==> src/rtl/nvram_autosave_if.sv <==
// nvram_autosave_if: strobes, requests and status between the cartridge/OSD
// side (master) and the NVRAM autosave controller (slave).
interface nvram_autosave_if;
  logic [3:0] sram_we;
  logic [3:0] img_mounted;
  logic       osd_save;
  logic       autosave_en;
  logic       load_req;
  logic       save_req;
  logic [3:0] dirty;
  logic       busy;

  modport master (
    output sram_we, img_mounted, osd_save, autosave_en,
    input  load_req, save_req, dirty, busy
  );

  modport slave (
    input  sram_we, img_mounted, osd_save, autosave_en,
    output load_req, save_req, dirty, busy
  );
endinterface

==> src/rtl/nvram_autosave.sv <==
// nvram_autosave: tracks per-slot unsaved SRAM writes and issues one-cycle
// load/save requests to the backup engine, spaced by a holdoff window.
// Optional quiet-timer autosave is built only when NVRAM_AUTOSAVE_TIMER_EN
// is defined; otherwise saves come only from rising edges of osd_save.
//
// state      | meaning
// S_IDLE     | waiting for a pending load, pending save or autosave
// S_LOAD_DLY | letting a fresh mount settle before requesting a load
// S_REQ_LOAD | load_req pulse (one cycle)
// S_REQ_SAVE | save_req pulse (one cycle), dirty flags cleared
// S_HOLDOFF  | minimum gap before the next request
module nvram_autosave #(
  parameter int CLK_KHZ       = 21477,
  parameter int QUIET_MS      = 2000,
  parameter int LOAD_DELAY_MS = 100,
  parameter int HOLDOFF_MS    = 1000
) (
  input  logic               clk,
  input  logic               reset,
  nvram_autosave_if.slave    bus
);
  localparam int PW = (CLK_KHZ > 1) ? $clog2(CLK_KHZ) : 1;

  typedef enum logic [2:0] {
    S_IDLE, S_LOAD_DLY, S_REQ_LOAD, S_REQ_SAVE, S_HOLDOFF
  } state_t;

  state_t        state_q, state_d;
  logic [PW-1:0] presc_q, presc_d;
  logic          ms_tick;
  logic          osd_q, osd_rise;
  logic [3:0]    dirty_q, dirty_d;
  logic          load_pend_q, load_pend_d;
  logic          save_pend_q, save_pend_d;
  logic [15:0]   load_cnt_q, load_cnt_d;
  logic [15:0]   hold_cnt_q, hold_cnt_d;
  logic          any_mount;
  logic          auto_save;
  logic          load_req, save_req;

  assign ms_tick   = (presc_q == PW'(CLK_KHZ - 1));
  assign presc_d   = ms_tick ? '0 : presc_q + PW'(1);
  assign osd_rise  = bus.osd_save & ~osd_q;
  assign any_mount = |bus.img_mounted;

  // Pending flags, dirty bits and the load/holdoff timers.
  always_comb begin
    dirty_d     = dirty_q;
    load_pend_d = load_pend_q;
    save_pend_d = save_pend_q;
    load_cnt_d  = load_cnt_q;
    hold_cnt_d  = '0;
    for (int i = 0; i < 4; i++) begin
      if (bus.img_mounted[i])         dirty_d[i] = 1'b0;
      else if (bus.sram_we[i])        dirty_d[i] = 1'b1;
      else if (state_q == S_REQ_SAVE) dirty_d[i] = 1'b0;
    end
    // A mount or button edge arriving in the request cycle is kept for later.
    if (state_q == S_REQ_LOAD) load_pend_d = 1'b0;
    if (any_mount)             load_pend_d = 1'b1;
    if (state_q == S_REQ_SAVE) save_pend_d = 1'b0;
    if (osd_rise)              save_pend_d = 1'b1;
    if (state_q == S_LOAD_DLY && ms_tick) load_cnt_d = load_cnt_q + 16'd1;
    if (any_mount)                        load_cnt_d = '0;
    if (state_q == S_HOLDOFF)
      hold_cnt_d = ms_tick ? hold_cnt_q + 16'd1 : hold_cnt_q;
  end

`ifdef NVRAM_AUTOSAVE_TIMER_EN
  logic [15:0] quiet_cnt_q, quiet_cnt_d;

  // Quiet timer: restarts on any write, counts ms only while something is dirty.
  always_comb begin
    quiet_cnt_d = quiet_cnt_q;
    if (|bus.sram_we)
      quiet_cnt_d = '0;
    else if (ms_tick && (|dirty_q) && quiet_cnt_q != 16'hFFFF)
      quiet_cnt_d = quiet_cnt_q + 16'd1;
  end

  // Quiet timer register.
  always_ff @(posedge clk or posedge reset) begin
    if (reset) quiet_cnt_q <= '0;
    else       quiet_cnt_q <= quiet_cnt_d;
  end

  assign auto_save = bus.autosave_en & (|dirty_q) & (quiet_cnt_q >= 16'(QUIET_MS));
`else
  logic unused_autosave_en;
  assign unused_autosave_en = bus.autosave_en;
  assign auto_save          = 1'b0;
`endif

  // Next-state and request outputs; loads take priority over saves.
  always_comb begin
    state_d  = state_q;
    load_req = 1'b0;
    save_req = 1'b0;
    case (state_q)
      S_IDLE: begin
        if (load_pend_q)      state_d = S_LOAD_DLY;
        else if (save_pend_q) state_d = S_REQ_SAVE;
        else if (auto_save)   state_d = S_REQ_SAVE;
      end
      S_LOAD_DLY: begin
        if (!any_mount && load_cnt_q >= 16'(LOAD_DELAY_MS)) state_d = S_REQ_LOAD;
      end
      S_REQ_LOAD: begin
        load_req = 1'b1;
        state_d  = S_HOLDOFF;
      end
      S_REQ_SAVE: begin
        save_req = 1'b1;
        state_d  = S_HOLDOFF;
      end
      S_HOLDOFF: begin
        if (hold_cnt_q >= 16'(HOLDOFF_MS)) state_d = S_IDLE;
      end
      default: state_d = S_IDLE;
    endcase
  end

  // State, prescaler and bookkeeping registers.
  always_ff @(posedge clk or posedge reset) begin
    if (reset) begin
      state_q     <= S_IDLE;
      presc_q     <= '0;
      osd_q       <= 1'b0;
      dirty_q     <= '0;
      load_pend_q <= 1'b0;
      save_pend_q <= 1'b0;
      load_cnt_q  <= '0;
      hold_cnt_q  <= '0;
    end else begin
      state_q     <= state_d;
      presc_q     <= presc_d;
      osd_q       <= bus.osd_save;
      dirty_q     <= dirty_d;
      load_pend_q <= load_pend_d;
      save_pend_q <= save_pend_d;
      load_cnt_q  <= load_cnt_d;
      hold_cnt_q  <= hold_cnt_d;
    end
  end

  assign bus.load_req = load_req;
  assign bus.save_req = save_req;
  assign bus.dirty    = dirty_q;
  assign bus.busy     = (state_q != S_IDLE);
endmodule

==> src/flat_wrapper.sv <==
// flat-port wrapper written by rule: the top's interface ports become plain ports
module nvram_autosave_flat 
#(
  parameter int CLK_KHZ       = 21477,
  parameter int QUIET_MS      = 2000,
  parameter int LOAD_DELAY_MS = 100,
  parameter int HOLDOFF_MS    = 1000
)
  (clk, reset, bus_sram_we, bus_img_mounted, bus_osd_save, bus_autosave_en, bus_load_req, bus_save_req, bus_dirty, bus_busy);
  nvram_autosave_if bus_i ();
  input  logic clk;
  input  logic reset;
  input wire logic [$bits(bus_i.sram_we)-1:0] bus_sram_we;
  input wire logic [$bits(bus_i.img_mounted)-1:0] bus_img_mounted;
  input wire logic [$bits(bus_i.osd_save)-1:0] bus_osd_save;
  input wire logic [$bits(bus_i.autosave_en)-1:0] bus_autosave_en;
  output wire logic [$bits(bus_i.load_req)-1:0] bus_load_req;
  output wire logic [$bits(bus_i.save_req)-1:0] bus_save_req;
  output wire logic [$bits(bus_i.dirty)-1:0] bus_dirty;
  output wire logic [$bits(bus_i.busy)-1:0] bus_busy;
  assign bus_i.sram_we = bus_sram_we;
  assign bus_i.img_mounted = bus_img_mounted;
  assign bus_i.osd_save = bus_osd_save;
  assign bus_i.autosave_en = bus_autosave_en;
  assign bus_load_req = bus_i.load_req;
  assign bus_save_req = bus_i.save_req;
  assign bus_dirty = bus_i.dirty;
  assign bus_busy = bus_i.busy;
  nvram_autosave #(.CLK_KHZ(CLK_KHZ), .QUIET_MS(QUIET_MS), .LOAD_DELAY_MS(LOAD_DELAY_MS), .HOLDOFF_MS(HOLDOFF_MS)) u_core (.clk(clk), .reset(reset), .bus(bus_i));
endmodule
==> config.mk <==
export PLATFORM = sky130hd
export DESIGN_NAME = nvram_autosave_flat
export DESIGN_NICKNAME = d
export VERILOG_FILES = /design/src/rtl/nvram_autosave_if.sv /design/src/rtl/nvram_autosave.sv /design/src/flat_wrapper.sv
export SDC_FILE = /design/constraint.sdc
export NUM_CORES = 1
export LEC_CHECK = 0
export CORE_MARGIN = 2
export CORE_UTILIZATION = 53
export DETAILED_ROUTE_END_ITERATION = 16
export GPL_TIMING_DRIVEN = 0
export PLACE_DENSITY = 0.72
export SLEW_MARGIN = 10
export SYNTH_ARGS = -nofsm -noshare
export SYNTH_HDL_FRONTEND = slang
export SYNTH_SLANG_ARGS = --single-unit
==> constraint.sdc <==
create_clock -name clk -period 7.1 [get_ports clk]
set_input_delay 1.42 -clock clk [delete_from_list [all_inputs] [get_ports clk]]
set_output_delay 1.42 -clock clk [all_outputs]
set_load 0.01 [all_outputs]
==> run_results.csv, run 1 <==
group,metric,value,unit
outcome,status,"completed",
clock_network,clk_pin_slew,0.06,ns
min_path,hold_path_class,"reg -> reg",
die,ios,19,
worst_setup_path,crit_path_max_incr_delay,0.54,ns
power,ir_worst_vdd,138,uV
finish,diodes,0,
power,leakage,1.37,nW
global_route,grt_max_degree,36,
worst_setup_path,worstRegToRegCells,9,
worst_setup_path,cp_top_family,"buffers and inverters",
finish,area_growth,15.9,%
min_path,hold_path_depth,1,
sta,slew_headroom,34.9,%
clock_network,cts_buffer_depth,2,
worst_setup_path,arrival,1.90,ns
sta,totalNegativeSetupSlack,0,ns
worst_setup_path,worstSetupStartpoint,"u_core.state_q[0]",
finish,final_cell_mix,"dfrtp_1, a21oi_1, nor2_1, nand2_1, or4_1",
global_route,antenna_found_initial,0,
worst_setup_path,critPathLaunchType,"flop",
flow_run,drv_cap,0,
place,placedCellCount,403,
die,fp.dieH,79.3,um
power,p_per_area,188,nW/um^2
worst_setup_path,crit_required,5.68,ns
die,die_area,6280,sq um
synth,yosysSeqAreaShare,47.5,%
worst_setup_path,crit_buf_inv,3,
die,die_w,79.3,um
clock_network,h-tree-depth,3,
synth,synth.distinct_cells,39,
synth,yosys-top-cells-area,"dfrtp_1, a21oi_1, or4_1",
detailed_routing,wl,6.44,mm
sta,period_share,46.8,%
detailed_routing,ant_nets,0,
detailed_routing,drt_iter0_drc,233,
worst_setup_path,worstSetupPathType,"reg -> out",
worst_setup_path,r2r_end,"u_core.hold_cnt_q[5]",
clock_network,tritoncts,"yes",
die,row_count,27,
sta,rsz0062_at_grt,"false",
detailed_routing,drtPass1Iterations,4,
clock_network,cts.sink_count,57,
place,gp_congestion,0.766,
synth,synth-seq-cells,57,
synth,synth_nets,331,
clock_network,root_buffer,"clkbuf_8",
finish,fin_nets,360,
detailed_routing,via_per_inst,6.06,
sta,finalSetupViolCount,0,
finish,stdcell_count,419,
synth,synthFlopType,"dfrtp_1",
synth,syn_area,3000,sq um
place,hpwl,4.39,mm
clock_network,clk_latency,0.34,ns
worst_setup_path,rrSetupSlack,4.69,ns
min_path,min_from,"u_core.osd_q",
sta,finalHoldViolations,0,
worst_setup_path,cp_max_fo,10,
detailed_routing,vias,2541,
power,total_power,0.653,mW
worst_setup_path,rr_startpoint,"u_core.presc_q[0]",
synth,netlist.area_leader.share,47.5,%
synth,netlist_instances,313,
place,io_buffers,17,
global_route,grt_pass1_vias,2497,
sta,maxSlewViolCount,0,
synth,synth_top_area_cell,"dfrtp_1",
die,core,5470,sq um
sta,fmax,301,MHz
clock_network,cts_hold_buffers,0,
sta,fin_skew,0.00725,ns
sta,layout_min_cycle_time,3.32,ns
clock_network,post-cts-setup-buffers,0,
clock_network,cts_resized,0,
global_route,grt_first_pass_wirelength,11.5,mm
synth,synth_area_per_cell,9.59,sq um
sta,worst_slew_pin_slew,0.968,ns
detailed_routing,avgRoutedWirePerCell,15.4,um
synth,synth-edff-count,0,
synth,ys_warn_count,0,
detailed_routing,drcViolationCount,0,
global_route,grt_overflow,0,
worst_setup_path,cp_slowest_cell,"clkdlybuf4s50_1",
worst_setup_path,crit_chain,"clkbuf_1 > nand3b_1 > inv_1 > clkdlybuf4s50_1",
finish,drive_gt1_share,7.49,%
die,start_util,54.8,%
synth,async_flop_share,100,%
global_route,grtUsageTotal,23.5,%
finish,final_common_cell,"dfrtp_1",
worst_setup_path,end_kind,"output port",
clock_network,numCtsBuffers,9,
min_path,whs_endpoint,"u_core.save_pend_q",
kinds of logic (layout without fill, tap and decap cells):
family / Yosys count / after routing / synth area share (%)
simple gates: 139 / 139 / 26.8
compound gates: 73 / 73 / 15.0
flops: 57 / 57 / 47.5
buf+inv: 24 / 58 / 4.00
xor+xnor: 12 / 12 / 3.50
fa+ha+maj: 6 / 6 / 2.50
mux: 2 / 2 / 0.667
per-layer routing:
layer / global-route usage [%] / vias to the layer above / wire (um)
met1: 31.9 / 1244 / 3180
met5: 0 / - / 0
met3: 4.32 / 11 / 222
li1: - / 1232 / -
met4: 10.7 / 0 / 114
met2: 36.6 / 54 / 2920
metrics by stage:
stage          hold slack, ns  utilization [%]  worst slack (ns)  cell area, sq um
6_report                0.424             63.6              3.78              3480
5_1_grt                 0.438             63.6              3.61              3480
4_1_cts                 0.436             63.6              3.77              3480
3_5_place_dp            0.427             60.0              3.87              3280
3_3_place_gp            0.408             59.6              3.22              3260
2_1_floorplan           0.400                -              4.28              3000
synth_stat cells (all sizes together), types with 2 or more instances:
library cell / n
dfrtp: 57
and3: 6
nor3: 3
xnor2: 4
buf: 4
nor4: 5
nand3: 20
and2: 2
nand2b: 3
ha: 6
a21oi: 33
o21ai: 10
inv: 11
a41o: 2
nand4bb: 2
or3: 6
nand4: 8
mux2i: 2
and4: 6
or4: 23
nor2: 25
o31ai: 21
clkbuf: 9
xor2: 8
nand2: 24
nor3b: 2
a31oi: 2
flip-flops by register name (all words and copies together), names as in the netlist:
name / count
u_core.hold_cnt_q: 16
u_core.load_cnt_q: 16
u_core.presc_q: 15
u_core.bus.dirty: 4
u_core.state_q: 3
u_core.load_pend_q: 1
u_core.osd_q: 1
u_core.save_pend_q: 1
final cells by class:
class / instances / area (sq um)
fillers: 467 / 1990
flip-flops and latches: 57 / 1430
clock buffers: 11 / 141
clock inverters: 5 / 55.1
plain buffers: 13 / 78.8
inverters: 11 / 41.3
well taps: 72 / 90.1
repair buffers: 18 / 190
multi-input cells: 232 / 1460
power by group:
group | leakage [nW] | internal, mW | switching (mW) | total (mW)
registers | 0.758 | 0.327 | 0.000957 | 0.328
clock network | 0.0953 | 0.170 | 0.134 | 0.305
logic | 0.518 | 0.00967 | 0.0110 | 0.0207
total | 1.37 | 0.506 | 0.146 | 0.653
worst max path at each step:
stage | to | slack [ns] | cells past startpoint
final | bus_save_req | 3.78 | 4
after global routing | bus_save_req | 3.61 | 4
after floorplan | u_core.bus.dirty[0] | 4.28 | 1
after global placement | u_core.hold_cnt_q[13] | 3.22 | 2
after CTS | bus_save_req | 3.77 | 4
after detailed placement | u_core.state_q[0] | 3.87 | 4
(Power assumes the default switching activity.)
==> run 2: changes to the inputs <==
==> constraint.sdc (replaced) <==
create_clock -name clk -period 3.4 [get_ports clk]
set_input_delay 0.68 -clock clk [delete_from_list [all_inputs] [get_ports clk]]
set_output_delay 0.68 -clock clk [all_outputs]
set_load 0.01 [all_outputs]
==> results of run 2 <==
The final DEF is identical to that of run 1. Status: completed.
Main changes from that run: setup slack after placement 3.87 ns -> 0.910 ns; setup slack after layout 3.78 ns -> 0.818 ns; register-to-register setup slack 4.69 ns -> 0.99 ns; total power 0.653 mW -> 1.36 mW; worst IR drop on VDD 138 uV -> 289 uV
==> run 3: changes to the inputs <==
==> constraint.sdc (replaced) <==
create_clock -name clk -period 2.45 [get_ports clk]
set_input_delay 0.49 -clock clk [delete_from_list [all_inputs] [get_ports clk]]
set_output_delay 0.49 -clock clk [all_outputs]
set_load 0.01 [all_outputs]
==> run 3 against run 2 <==
Effect of this change:
- sequential power rose by 39%
- largest cell class unchanged
- clock power up 39%
- flip-flop and latch count unchanged
- register-to-register slack got worse by 0.90 ns
- wire length up 0.50%
==> run_results.csv, run 3 (same netlist as run 1, synthesis figures left out) <==
group,metric,value,unit
finish,multiInputGateArea,1500,sq um
global_route,grt_max_degree,36,
die,core,5470,sq um
sta,totalNegativeSetupSlack,0,ns
outcome,status,"completed",
finish,final_common_cell,"dfrtp_1",
place,gp_congestion,0.766,
clock_network,cts_hold_buffers,0,
die,ios,19,
sta,layout_min_cycle_time,2.36,ns
sta,fmax,424,MHz
min_path,min_from,"u_core.osd_q",
die,die_area,6280,sq um
finish,reg_top3,"u_core.hold_cnt_q x16, u_core.load_cnt_q x16, u_core.presc_q x15",
finish,n_fill_cell,460,
worst_setup_path,rrSetupSlack,0.09,ns
global_route,grt_pass1_vias,2497,
worst_setup_path,worstSetupPathType,"reg -> reg",
worst_setup_path,cp_slowest_cell,"or4_4",
finish,drive_gt1_share,10.9,%
power,ir_worst_vdd,404,uV
global_route,antenna_found_initial,0,
detailed_routing,vias,2542,
worst_setup_path,arrival,2.62,ns
sta,rsz0062_at_grt,"true",
power,p_per_area,534,nW/um^2
clock_network,h-tree-depth,3,
sta,finalSetupViolCount,0,
place,io_buffers,17,
die,start_util,54.8,%
clock_network,root_buffer,"clkbuf_8",
place,hpwl,4.39,mm
detailed_routing,drcViolationCount,0,
worst_setup_path,cp_max_fo,10,
min_path,hold_path_class,"reg -> reg",
worst_setup_path,crit_required,2.71,ns
finish,area_growth,17.9,%
die,die_w,79.3,um
clock_network,cts_buffer_depth,2,
sta,slew_headroom,36.3,%
worst_setup_path,rr_startpoint,"u_core.presc_q[0]",
worst_setup_path,cp_top_family,"simple AND/OR/NAND/NOR gates",
clock_network,numCtsBuffers,9,
detailed_routing,ant_nets,0,
sta,worst_slew_pin_slew,0.947,ns
power,total_power,1.89,mW
global_route,grtUsageTotal,23.5,%
die,row_count,27,
worst_setup_path,critPathLaunchType,"flop",
sta,finalHoldViolations,0,
worst_setup_path,cp_common_cell,"buf_6",
worst_setup_path,crit_path_max_incr_delay,0.53,ns
sta,period_share,96.2,%
detailed_routing,via_per_inst,6.04,
die,fp.dieH,79.3,um
worst_setup_path,crit_chain,"inv_1 > ha_2 > nand4bb_4 > or4_4 > buf_6 > buf_6 > or4_1 > a21oi_2",
power,leakage,1.40,nW
finish,final_cell_mix,"dfrtp_1, a21oi_1, nor2_1, nand2_1, or4_1",
finish,fin_nets,362,
worst_setup_path,worstSetupStartpoint,"u_core.presc_q[0]",
global_route,grt_overflow,0,
finish,regArea,1430,sq um
detailed_routing,avgRoutedWirePerCell,15.4,um
global_route,grt_first_pass_wirelength,11.5,mm
detailed_routing,wl,6.47,mm
clock_network,cts.sink_count,57,
worst_setup_path,crit_buf_inv,3,
detailed_routing,drtPass1Iterations,4,
sta,maxSlewViolCount,0,
worst_setup_path,end_kind,"flop",
flow_run,drv_cap,0,
finish,diodes,0,
detailed_routing,drt_iter0_drc,204,
sta,fin_skew,0.00693,ns
clock_network,clk_pin_slew,0.07,ns
clock_network,clk_latency,0.34,ns
clock_network,tritoncts,"yes",
## run 3: changes by cell type in the layout (fill, tap and decap cells not counted), sizes merged
cell    previous run  this run
buf                5        10
clkbuf            20        17
## run 3: power breakdown
part           internal [mW]  leakage [nW]  switching (mW)  total [mW]
registers              0.946         0.758         0.00278       0.949
logic                 0.0280         0.551          0.0319      0.0599
clock network          0.493        0.0953           0.387       0.881
## run 3: final cells by class
cell class | instances | area share, %
Multi-Input combinational cell | 232 | 42.3
Sequential cell | 57 | 40.3
Timing Repair Buffer | 20 | 5.80
Clock buffer | 11 | 3.99
Tap cell | 72 | 2.55
Buffer | 13 | 2.30
Clock inverter | 5 | 1.56
Inverter | 11 | 1.17
## run 3: worst paths after layout
path | end | cells after the start
hold reg to reg | u_core.save_pend_q | 1
min in group asynchronous | u_core.load_cnt_q[13] | 2
setup / recovery | u_core.hold_cnt_q[10] | 8
max in group asynchronous | u_core.load_cnt_q[1] | 3
setup reg to reg | u_core.hold_cnt_q[10] | 8
hold / removal | u_core.save_pend_q | 1
## run 3: per-stage QoR
step / setup WS (ns) / hold WS (ns) / utilization, % / area [sq um] / instances
global route: -0.0386 / 0.438 / 64.7 / 3540 / 421
global placement: -0.499 / 0.408 / 59.6 / 3260 / 402
finish: 0.0935 / 0.425 / 64.7 / 3540 / 421
CTS: 0.0247 / 0.436 / 63.6 / 3480 / 419
detailed placement: 0.0360 / 0.427 / 60.0 / 3280 / 403
floorplan: 0.229 / 0.400 / - / 3000 / 313
## run 3: layer usage
| layer | track usage, % | routed length [um] |
|---|---|---|
| met1 | 31.9 | 3140 |
| met2 | 36.6 | 2960 |
| met3 | 4.32 | 237 |
| met4 | 10.7 | 128 |
| met5 | 0 | 0 |
## run 3: what timing repair did
item	4_1_cts	5_1_grt
setup buffers	0	2
setup endpoints to repair	0	34
gates resized for setup	0	17
